--- src/rtl/trs80_audio_pkg.sv ---
// Shared types and constants for the TRS-80 / CoCo audio back-end.
package trs80_audio_pkg;

  // Sample pipeline sequencer states.
  typedef enum logic [1:0] {
    IDLE = 2'd0,
    MIX  = 2'd1,
    FILT = 2'd2,
    OUT  = 2'd3
  } state_t;

  // Unsigned midpoint of the 12-bit sound word; maps to PCM zero.
  localparam logic [11:0] MID = 12'd2048;

  // Amount the 1-bit sound line adds to the mix when high.
  localparam logic [11:0] DEF_SND_LEVEL = 12'h400;

endpackage

--- src/rtl/trs80_audio_out_if.sv ---
// Sample-side bus between the sound-select block and the audio back-end.
interface trs80_audio_out_if;
  logic               ce_sample;
  logic        [11:0] sound;
  logic               snd;
  logic               mute;
  logic signed [15:0] pcm;
  logic               pcm_valid;

  // Upstream side: offers samples, sees the filtered result.
  modport master (
    output ce_sample, sound, snd, mute,
    input  pcm, pcm_valid
  );

  // Audio back-end side.
  modport slave (
    input  ce_sample, sound, snd, mute,
    output pcm, pcm_valid
  );
endinterface

--- src/rtl/trs80_sigma_delta.sv ---
// First-order sigma-delta modulator: the carry out of an offset-binary
// accumulator gives a bitstream whose density tracks (pcm + 32768) / 65536.
module trs80_sigma_delta (
  input  logic               clk,
  input  logic               reset_n,
  input  logic signed [15:0] pcm,
  output logic               dac_out
);

  logic [15:0] acc;
  logic [16:0] sum;

  // Flipping the sign bit turns two's-complement into offset binary.
  assign sum = {1'b0, acc} + {1'b0, pcm ^ 16'h8000};

  // Accumulate every clock and emit the carry.
  always_ff @(posedge clk or negedge reset_n) begin
    if (!reset_n) begin
      acc     <= '0;
      dac_out <= 1'b0;
    end else begin
      acc     <= sum[15:0];
      dac_out <= sum[16];
    end
  end

endmodule

--- src/rtl/trs80_audio_out.sv ---
// Audio back-end: captures a sound sample on a strobe, mixes in the 1-bit
// sound line with saturation, low-pass filters it, and publishes signed PCM
// plus a sigma-delta bitstream for the pin-level RC DAC.
module trs80_audio_out
  import trs80_audio_pkg::*;
#(
  parameter int          FILTER_SHIFT = 3,
  parameter logic [11:0] SND_LEVEL    = DEF_SND_LEVEL
) (
  input  logic                    clk,
  input  logic                    reset_n,
  trs80_audio_out_if.slave        bus,
  output logic                    dac_out
);

  state_t state, state_nxt;

  logic        [11:0] sound_r;
  logic               snd_r;
  logic               mute_r;
  logic signed [15:0] x_r;
  logic signed [15:0] lp;
  logic signed [15:0] pcm_r;
  logic               pcm_valid_r;

  logic        [12:0] mix_sum;
  logic        [11:0] mix;
  logic signed [15:0] x_c;
  logic signed [16:0] diff;
  logic signed [16:0] step;

  // Sequencer next-state: strobes outside IDLE are simply ignored.
  always_comb begin
    // NOTE: next state defaults to the current one first so no path leaves it unassigned (no latch).
    state_nxt = state;
    case (state)
      IDLE:    if (bus.ce_sample) state_nxt = MIX;
      MIX:     state_nxt = FILT;
      FILT:    state_nxt = OUT;
      OUT:     state_nxt = IDLE;
      default: state_nxt = IDLE;
    endcase
  end

  // Sequencer state register.
  always_ff @(posedge clk or negedge reset_n) begin
    // NOTE: all registered state uses non-blocking assignment so every flop sees pre-edge values.
    if (!reset_n) state <= IDLE;
    else          state <= state_nxt;
  end

  // Mix, saturate, mute, then re-centre to signed and scale to 16 bits.
  always_comb begin
    mix_sum = {1'b0, sound_r} + (snd_r ? {1'b0, SND_LEVEL} : 13'd0);
    mix     = mix_sum[12] ? 12'hFFF : mix_sum[11:0];
    if (mute_r) mix = MID;
    // mix - 2048 is mix with its MSB inverted, read as 12-bit signed.
    x_c     = {~mix[11], mix[10:0], 4'b0000};
  end

  // One-pole IIR step; 17 bits keep the difference from wrapping.
  always_comb begin
    diff = {x_r[15], x_r} - {lp[15], lp};
    step = diff >>> FILTER_SHIFT;
  end

  // Datapath registers advanced by the sequencer.
  always_ff @(posedge clk or negedge reset_n) begin
    if (!reset_n) begin
      sound_r     <= '0;
      snd_r       <= 1'b0;
      mute_r      <= 1'b0;
      x_r         <= '0;
      lp          <= '0;
      pcm_r       <= '0;
      pcm_valid_r <= 1'b0;
    end else begin
      pcm_valid_r <= 1'b0;
      case (state)
        IDLE: if (bus.ce_sample) begin
          sound_r <= bus.sound;
          snd_r   <= bus.snd;
          mute_r  <= bus.mute;
        end
        MIX:  x_r <= x_c;
        FILT: lp  <= 16'(lp + step);
        OUT: begin
          pcm_r       <= lp;
          pcm_valid_r <= 1'b1;
        end
        default: ;
      endcase
    end
  end

  assign bus.pcm       = pcm_r;
  assign bus.pcm_valid = pcm_valid_r;

  trs80_sigma_delta u_sigma_delta (
    .clk     (clk),
    .reset_n (reset_n),
    .pcm     (pcm_r),
    .dac_out (dac_out)
  );

endmodule

--- src/flat_wrapper.sv ---
// flat-port wrapper written by rule: the top's interface ports become plain ports
module trs80_audio_out_flat import trs80_audio_pkg::*;
#(
  parameter int          FILTER_SHIFT = 3,
  parameter logic [11:0] SND_LEVEL    = DEF_SND_LEVEL
)
  (clk, reset_n, dac_out, bus_ce_sample, bus_sound, bus_snd, bus_mute, bus_pcm, bus_pcm_valid);
  trs80_audio_out_if bus_i ();
  input  logic clk;
  input  logic reset_n;
  output logic dac_out;
  input wire logic [$bits(bus_i.ce_sample)-1:0] bus_ce_sample;
  input wire logic [$bits(bus_i.sound)-1:0] bus_sound;
  input wire logic [$bits(bus_i.snd)-1:0] bus_snd;
  input wire logic [$bits(bus_i.mute)-1:0] bus_mute;
  output wire logic [$bits(bus_i.pcm)-1:0] bus_pcm;
  output wire logic [$bits(bus_i.pcm_valid)-1:0] bus_pcm_valid;
  assign bus_i.ce_sample = bus_ce_sample;
  assign bus_i.sound = bus_sound;
  assign bus_i.snd = bus_snd;
  assign bus_i.mute = bus_mute;
  assign bus_pcm = bus_i.pcm;
  assign bus_pcm_valid = bus_i.pcm_valid;
  trs80_audio_out #(.FILTER_SHIFT(FILTER_SHIFT), .SND_LEVEL(SND_LEVEL)) u_core (.clk(clk), .reset_n(reset_n), .bus(bus_i), .dac_out(dac_out));
endmodule
--- config.mk ---
export PLATFORM = sky130hd
export DESIGN_NAME = trs80_audio_out_flat
export DESIGN_NICKNAME = d
export VERILOG_FILES = /design/src/rtl/trs80_audio_pkg.sv /design/src/rtl/trs80_audio_out_if.sv /design/src/rtl/trs80_sigma_delta.sv /design/src/rtl/trs80_audio_out.sv /design/src/flat_wrapper.sv
export SDC_FILE = /design/constraint.sdc
export NUM_CORES = 1
export LEC_CHECK = 0
export CAP_MARGIN = 20
export CORE_AREA = 10 10 112 114
export DETAILED_ROUTE_END_ITERATION = 8
export DIE_AREA = 0 0 122 124
export PLACE_DENSITY = 0.7
export SLEW_MARGIN = 40
export SYNTH_ARGS = -nofsm -noshare
export SYNTH_HDL_FRONTEND = slang
export SYNTH_SLANG_ARGS = --single-unit
--- constraint.sdc ---
create_clock -name clk -period 4.4 [get_ports clk]
set_clock_uncertainty 0.1 [all_clocks]
set_input_delay 0.66 -clock clk [delete_from_list [all_inputs] [get_ports clk]]
set_output_delay 0.66 -clock clk [all_outputs]
set_load 0.02 [all_outputs]
==> metrics.txt <==
status completed; most frequent CP cell xnor2_1; Core Box Area 0.0102 mm^2; total clock buffers created by CTS 9; GPL Wtd Cong roughly 0.94; largest cells by area after synthesis dfrtp_1 (39%), ha_1 (13%), mux2_2 (9.7%); CP endpoint kind flop; # setup viols final 0; Synthesis Warnings 0; Reg clk slew, reported paths 80 ps; Final Slew Violations 0; Rel. slew slack 0.528; Die H 124 um; Final period util 0.827; largest net degree at the start of global routing 79; width of the die roughly 120 um; input/output buffers 34; crit-path max FO 5; post-synth top area share 0.393; first-pass GRT wire length 16.4 mm; CTS Hold Bufs 0; Final nets around 590; Slowest cell on crit path dfrtp_1; vias in the first global route 3530; initial antenna violation count 0; CP arrival 3790 ps; HPWL Detailed 7.18 mm; crit path launch u_core.lp[6]; Worst Path Class, Setup reg -> reg; share of flip-flops with an asynchronous set or reset 1.00; Reg-to-Reg Start u_core.lp[6]; Post-synth top cells dfrtp_1 (78), ha_1 (53), nor2_1 (51), mux2_2 (43), a21oi_1 (29); post-synth cell types 53; Post-Route Setup TNS 0 ps; First DRT Iteration DRCs 233; vias per cell 5.42; Synth Register Bits 78; sequential area share after synthesis 0.393; I/O pin total 35; max cap viols 0; postcts setup bufs 0; Synth Net Count 556; Critical R2R Capture u_core.lp[15]; top_reg_cell synth dfrtp_1; Syn-to-layout area delta 13.9%; H-tree levels 3; startpoint types flop; Worst-Margin Slew 707 ps; worst-path cell chain inv_1, ha_1, a211oi_2, nor2_1, nor3_2, o21ai_1, a221oi_1, xnor2_1, ha_1, a21oi_1, o21ai_0, a21oi_1, o21ai_0, xnor2_1, nand2_1, xnor2_1; first drt pass iteration count 4; num rows 37; Post-synth EDFFs 0; layout cells sized above 1 0.148; gr usage total 0.132; CTS tree done; Initial Util 0.486; vias after detailed routing roughly 3600; ant diodes 0; mapped cell area 0.00497 mm^2; Synth Instances 484; routed len/inst 14.0 um; R2R setup slack 760 ps; area leader, netlist dfrtp_1; FF-to-FF path depth 16; Hold Vio Cnt, Final 0; Antenna Nets Post-Route 0; GR Overflow Total 0; Clk Latency, worst-skew pair approximately 360 ps; maximum root-to-sink buffer count 2; Tmin final about 3600 ps; Required @ worst endpoint around 4600 ps; Max Fclk 275 MHz; full die area between 0.015 and 0.02 mm^2; HP Class in -> async; Final Routed Wirelength about 9.2 mm; most frequent cell after synthesis dfrtp_1; TritonCTS Sinks 78; RSZ-0062 raised after global routing no; clock root buffer clkbuf_8; post-CTS sizing 0; critical path's largest stage delay ~400 ps; Mean Syn Cell Area 10.3 um^2; # DRC 0
## critical path: cells and delay by family (launching register included)
kind                       cells  cell delay (ps)
AOI/OAI and AO/OA              7             1340
adders and majority gates      2              690
xor gates and xnor gates       3              500
DFF                            1              400
and+or+nand+nor                3              400
buffers and inverters          1               80
## layout make-up
class | instances | area, um^2
fill | 878 | 4570
clock buffer | 14 | 183
timing repair buffer | 34 | 342
tap | 136 | 170
clock inverter | 2 | 37.5
inverter | 28 | 105
sequential | 78 | 1950
multi-input combinational | 366 | 2870
## placed cells by master (no fill, tap or decap), types with 4 or more instances in the layout
master	n
a21o_1	12
mux2i_1	6
o21a_1	5
mux2_2	43
nor3_1	6
a211oi_1	4
o21ai_1	8
inv_1	28
nor2_1	51
nand2_1	27
o21ai_0	22
xor2_1	9
a21oi_1	29
dfrtp_1	78
clkbuf_8	13
o21bai_1	5
xnor2_1	27
nand3_1	7
clkdlybuf4s50_1	33
ha_1	51
nand2b_1	6
nor2b_1	7
## flip-flops by register name, summed over array words and instances, names as in the netlist
name	flops
u_core.snd_r	1
u_core.u_sigma_delta.acc	16
u_core.state	2
u_core.lp	16
u_core.bus.pcm_valid	1
u_core.u_sigma_delta.dac_out	1
u_core.bus.pcm	16
u_core.sound_r	12
u_core.x_r	12
u_core.mute_r	1
## cell families (layout without fill, tap and decap cells)
family / after synthesis / count (layout) / share of synthesized area
flops: 78 / 78 / 0.393
simple gates: 119 / 119 / 0.115
compound gates: 107 / 107 / 0.147
fa+ha+maj: 55 / 55 / 0.142
mux: 49 / 49 / 0.110
buf+inv: 40 / 78 / 0.0302
xor+xnor: 36 / 36 / 0.0635
## layer usage
metal / track usage / share of wire / up-vias
met5: 0 / 0 / -
met1: 0.166 / 0.48 / 1706
met3: 0.0321 / 0.049 / 13
met2: 0.212 / 0.46 / 72
met4: 0.0544 / 0.017 / 0
li1: - / - / 1775
## worst max path at each step
stage,end,slack [ps],cells after the start
after floorplan,u_core.lp[15],1000,17
after global placement,u_core.lp[14],900,16
after detailed placement,u_core.lp[14],800,17
after CTS,u_core.lp[14],770,17
after global routing,u_core.lp[14],400,16
final,u_core.lp[15],760,16
## through the flow
stage / instances / util / cell area [um^2] / hold slack (ps) / worst slack (ps)
after CTS: 658 / 0.553 / 5660 / 250 / 768
after floorplan: 484 / - / 4970 / 264 / 995
after global routing: 658 / 0.553 / 5660 / 275 / 398
final: 658 / 0.553 / 5660 / 217 / 760
after detailed placement: 642 / 0.532 / 5440 / 361 / 799
after global placement: 642 / 0.531 / 5430 / 353 / 904
Power is left out: the tool's default activity adds up to more than one toggle a clock period on the data nets, which glitch-free logic cannot reach.
